### config.mk
export PLATFORM = sky130hd
export DESIGN_NAME = deser_1_to_8
export DESIGN_NICKNAME = d
export VERILOG_FILES = /design/src/rtl/deser_1_to_8_pkg.sv /design/src/rtl/deser_1_to_8_tick_div.sv /design/src/rtl/deser_1_to_8.sv
export SDC_FILE = /design/constraint.sdc
export NUM_CORES = 1
export LEC_CHECK = 0
export CAP_MARGIN = 25
export CORE_MARGIN = 1.5
export CORE_UTILIZATION = 42
export CTS_BUF_LIST = sky130_fd_sc_hd__clkbuf_8
export CTS_CLUSTER_SIZE = 10
export DETAILED_ROUTE_END_ITERATION = 12
export HOLD_SLACK_MARGIN = 0.12
export SETUP_SLACK_MARGIN = 0.1
export SLEW_MARGIN = 10
export SYNTH_ARGS = -nofsm -noshare
export SYNTH_HDL_FRONTEND = slang
export SYNTH_HIERARCHICAL = 1
export SYNTH_SLANG_ARGS = --single-unit
### constraint.sdc
create_clock -name IClk -period 2.95 [get_ports IClk]
set_clock_uncertainty 0.15 [all_clocks]
set_input_delay 0.295 -clock IClk [delete_from_list [all_inputs] [get_ports IClk]]
set_output_delay 0.295 -clock IClk [all_outputs]
set_load 0.05 [all_outputs]
### src/rtl/deser_1_to_8_pkg.sv
`default_nettype none
// ============================================================================
// Module  : deser_1_to_8_pkg
// Brief   : Shared widths, default bit rate and run-state encoding.
// Revision: 1.0
// ============================================================================
package deser_1_to_8_pkg;

    localparam int RATE_DEFAULT = 50000000;
    localparam int IDX_W        = 3;
    localparam int BYTE_W       = 8;

    typedef enum logic [0:0] {
        ST_IDLE = 1'b0,
        ST_RUN  = 1'b1
    } run_state_t;

endpackage
`default_nettype wire

### src/rtl/deser_1_to_8_tick_div.sv
`default_nettype none
// ============================================================================
// Module  : tick_div
// Brief   : Bit-period divider; one-cycle tick at the last count while enabled.
// Revision: 1.0
// ============================================================================
import deser_1_to_8_pkg::*;

module tick_div #(
    parameter int RATE = RATE_DEFAULT
) (
    input  logic IClk,
    input  logic RST_N,
    input  logic i_en,
    output logic o_tick
);

    localparam int              CNT_W  = (RATE > 1) ? $clog2(RATE) : 1;
    localparam logic [CNT_W-1:0] c_last = CNT_W'(RATE - 1);

    logic [CNT_W-1:0] r_cnt;

    // Counter freezes (not cleared) while disabled so a pause resumes mid-period.
    always_ff @(posedge IClk or negedge RST_N) begin
        if (!RST_N) begin
            r_cnt <= '0;
        end else if (i_en) begin
            r_cnt <= (r_cnt == c_last) ? '0 : r_cnt + CNT_W'(1);
        end
    end

    assign o_tick = i_en && (r_cnt == c_last);

endmodule
`default_nettype wire

### src/rtl/deser_1_to_8.sv
`default_nettype none
// ============================================================================
// Module  : deser_1_to_8
// Brief   : Serial-to-byte deserializer, LSB first, with frame sync and overrun.
// Revision: 1.0
// ============================================================================
import deser_1_to_8_pkg::*;

module deser_1_to_8 #(
    parameter int RATE = RATE_DEFAULT
) (
    input  logic              IClk,
    input  logic              RST_N,
    input  logic              EN,
    input  logic              F,
    input  logic              SYNC,
    input  logic              ACK,
    output logic [IDX_W-1:0]  A,
    output logic [BYTE_W-1:0] O,
    output logic              VALID,
    output logic              OVR
);

    localparam logic [IDX_W-1:0] c_last_idx = IDX_W'(BYTE_W - 1);

    run_state_t        w_state;
    logic              w_tick;
    logic              w_complete;
    logic [BYTE_W-1:0] w_buf_nxt;
    logic [IDX_W-1:0]  w_idx_nxt;

    logic [IDX_W-1:0]  r_idx;
    logic [BYTE_W-1:0] r_buf;
    logic [BYTE_W-1:0] r_o;
    logic              r_valid;
    logic              r_ovr;

    assign w_state = EN ? ST_IDLE : ST_RUN;

    tick_div #(
        .RATE (RATE)
    ) u_tick_div (
        .IClk   (IClk),
        .RST_N  (RST_N),
        .i_en   (w_state == ST_RUN),
        .o_tick (w_tick)
    );

    always_comb begin
        w_buf_nxt  = r_buf;
        w_idx_nxt  = r_idx;
        w_complete = 1'b0;
        if (w_tick) begin
            if (SYNC) begin
                w_buf_nxt    = '0;
                w_buf_nxt[0] = F;
                w_idx_nxt    = IDX_W'(1);
            end else begin
                w_buf_nxt[r_idx] = F;
                w_idx_nxt        = r_idx + IDX_W'(1);
                w_complete       = (r_idx == c_last_idx);
            end
        end
    end

    // A completion wins over ACK; overrun only when a pending byte is lost unacked.
    always_ff @(posedge IClk or negedge RST_N) begin
        if (!RST_N) begin
            r_idx   <= '0;
            r_buf   <= '0;
            r_o     <= '0;
            r_valid <= 1'b0;
            r_ovr   <= 1'b0;
        end else begin
            r_idx <= w_idx_nxt;
            r_buf <= w_buf_nxt;
            if (w_complete) begin
                r_o     <= w_buf_nxt;
                r_valid <= 1'b1;
                if (r_valid && !ACK) begin
                    r_ovr <= 1'b1;
                end
            end else if (ACK) begin
                r_valid <= 1'b0;
            end
        end
    end

    assign A     = r_idx;
    assign O     = r_o;
    assign VALID = r_valid;
    assign OVR   = r_ovr;

endmodule
`default_nettype wire

==> results.sh <==
export IMPL_status="complete, no violations"
export IMPL_finalCritPeriodShare=0.871
export IMPL_intPower_uw=940
export IMPL_tritoncts="built"
export IMPL_power_uw=1360
export IMPL_antenna_left=0
export IMPL_drc=0
export IMPL_hold_viol=0
export IMPL_cts_buffer_depth=2
export IMPL_switching_power_uw=416
export IMPL_htreeDepth=2
export IMPL_antenna_cells=0
export IMPL_crit_chain="ha_1, nand3_2, nand4b_1, nor4_2, buf_12, nor2b_1, nand2_1, o221ai_1"
export IMPL_vias_per_cell=5.56
export IMPL_cts_resized=0
export IMPL_yosysTopAreaCell="dfrtp_1"
export IMPL_relSlewSlack=0.662
export IMPL_final_util=0.500
export IMPL_grt_pass1_wl_mm=8.58
export IMPL_drive_above_1_share=0.104
export IMPL_cts_root_buf="clkbuf_8"
export IMPL_antenna_found_initial=0
export IMPL_setup_tns_ns=0
export IMPL_cp_top_family="simple AND/OR/NAND/NOR gates"
export IMPL_cpPeakStageDelay_ns=0.43
export IMPL_power_density_nw_per_um2=487
export IMPL_cts_sinks=47
export IMPL_wl_mm=4.81
export IMPL_swShare=0.306
export IMPL_final_nets=269
export IMPL_path_class="reg2reg"
export IMPL_async_reset_ff_frac=1.00
export IMPL_pwr_share_clk=0.290
export IMPL_fp_row_count=27
export IMPL_drtPass1Iterations=4
export IMPL_synth_fp_nets=249
export IMPL_num_vias=1845
export IMPL_yosysMostFrequentCell="dfrtp_1"
export IMPL_grt_usage=0.176
export IMPL_finalCriticalPeriod_ns=2.57
export IMPL_critPathRequiredTime_ns=3.01
export IMPL_ir_drop_mv=0.372
export IMPL_crit_buf_inv=1
export IMPL_crit_path_start_kind="register"
export IMPL_cts_inserted_buffers=5
export IMPL_dpl_cell_count=323
export IMPL_seqPwrFrac=0.573
export IMPL_synth_area_um2=2450
export IMPL_crit_arrival_ns=2.63
export IMPL_die_h_um=79.4
export IMPL_postSynthCellCount=239
export IMPL_synth_commonest_cells="dfrtp_1, nand2_1, o21ai_0, a21oi_1"
export IMPL_share_comb_of_total_power=0.137
export IMPL_grt_max_degree=29
export IMPL_max_clock_freq_mhz=389
export IMPL_die_area_um2=6300
export IMPL_ys_top_cells_by_area="dfrtp_1, nand2_1, o21ai_0"
export IMPL_fin_cells=332
export IMPL_dieWidth_um=79.4
export IMPL_setup_viol=0
export IMPL_post_synth_cell_area_avg_um2=10.2
export IMPL_grt_pass1_vias=1746
export IMPL_drtIter0Drc=150
export IMPL_ys_types=48
export IMPL_worst_slew_pin_slew_ns=0.505
export IMPL_coreArea_um2=5570
export IMPL_rsz0062_at_grt="no"
export IMPL_synth_edf_count=0
export IMPL_cpMaxStageDelayCell="nor4_2"
export IMPL_areaGrowthSynthToFinish_pct=13.8
export IMPL_path_max_fanout=16
export IMPL_leakage_uw=0.00123
export IMPL_synth_top_cell_area_share=0.480
export IMPL_wl_per_cell_um=14.5
export IMPL_min_path_type="in2async"
export IMPL_io_pins=19
export IMPL_dpl_hpwl_mm=3.30
export IMPL_clkTransAtPathRegs_ns=0.09
export IMPL_synthFlopType="dfrtp_1"
export IMPL_clk_latency_ns=0.30
export IMPL_yosys_warnings=6
export IMPL_routabilityCongestion=0.836
export IMPL_cp_end_kind="register"
export IMPL_gr_total_overflow=0
export IMPL_holdWs_ns=0.315
export IMPL_initial_core_util=0.439
export IMPL_max_cap_violations=0
export IMPL_finalMaxSlewViolations=0
export IMPL_yosysSeqAreaShare=0.480
export IMPL_ys_ff_latch=47
export IMPL_portBuffers=18
[through the flow]
stage | setup WS [ns] | cell area [um2]
finish | 0.380 | 2790
CTS | 0.379 | 2790
detailed placement | 0.324 | 2690
global placement | 0.355 | 2690
global route | 0.185 | 2790
floorplan | 0.537 | 2450
[flip-flops by register name, indices dropped and copies added (netlist names)]
register	flops
r_buf	8
OVR	1
O	8
u_tick_div/r_cnt	26
VALID	1
A	3
[cell usage in the layout (no fill, tap or decap), drive strengths merged, types with 2 or more instances in the layout]
cell,count
a21oi,12
a31oi,2
and4,2
buf,5
clkbuf,5
clkdlybuf4s50,17
clkinvlp,2
dfrtp,47
ha,4
inv,10
mux2i,8
nand2,27
nand2b,7
nand3,12
nand3b,3
nand4,4
nor2,6
nor3,6
nor4,6
nor4b,2
o21ai,21
o221ai,6
o2bb2ai,2
o31a,2
o31ai,5
or3,5
or3b,3
or4,6
xnor2,3
xor2,7
[power groups by stage]
stage / Clock (uW) / Combinational, uW / Sequential [uW]
3_5_place_dp: 0 / 184 / 787
3_3_place_gp: 0 / 182 / 787
2_1_floorplan: 0 / 137 / 774
6_report: 394 / 186 / 776
4_1_cts: 407 / 186 / 776
5_1_grt: 445 / 211 / 791
[final cells by class]
cell class	count	area (um2)
clock buffer	5	68.8
clock inverter	3	20.0
fill	520	2790
inverter	10	37.5
multi-input combinational	172	1170
sequential	47	1180
tap	72	90.1
timing repair buffer	23	228
[cells by family (layout without fill, tap and decap cells)]
group           after synthesis  after routing  share of synthesized area
simple gates                 94             94                      0.238
compound gates               55             55                      0.143
mux                           9              9                     0.0373
fa+ha+maj                     4              4                     0.0204
flops                        47             47                      0.480
xor+xnor                     10             10                     0.0358
buf+inv                      20             41                     0.0460
[final timing paths]
path | to | slack [ns] | from | cells past startpoint
worst max-delay path | r_buf[4] | 0.38 | u_tick_div/r_cnt[0] | 8
worst min-delay path | u_tick_div/r_cnt[6] | 0.32 | RST_N | 2
worst max register to register | r_buf[4] | 0.38 | u_tick_div/r_cnt[0] | 8
worst min register to register | O[3] | 0.33 | O[3] | 2
max in group asynchronous | r_buf[1] | 1.61 | RST_N | 3
min in group IClk | O[3] | 0.33 | O[3] | 2
[worst reg2reg max path: stages (launching register included)]
cell and delay (ns):
dfrtp_1 0.42, ha_1 0.18, nand3_2 0.14, nand4b_1 0.35, nor4_2 0.43, buf_12 0.19
nor2b_1 0.18, nand2_1 0.19, o221ai_1 0.26
[metal layers]
metal	GRT usage	vias up	routed length [um]
met5	0	-	0
met4	0.0649	0	48
met3	0.0402	4	147
met2	0.232	39	1950
met1	0.275	884	2660
li1	-	918	-
[repair_timing]
action	CTS	global route
setup buffers	0	0
endpoints found under the hold margin	19	0
endpoints found under the setup margin	0	0
hold buffers	1	0
No activity file was read; power rests on OpenSTA's default activity.
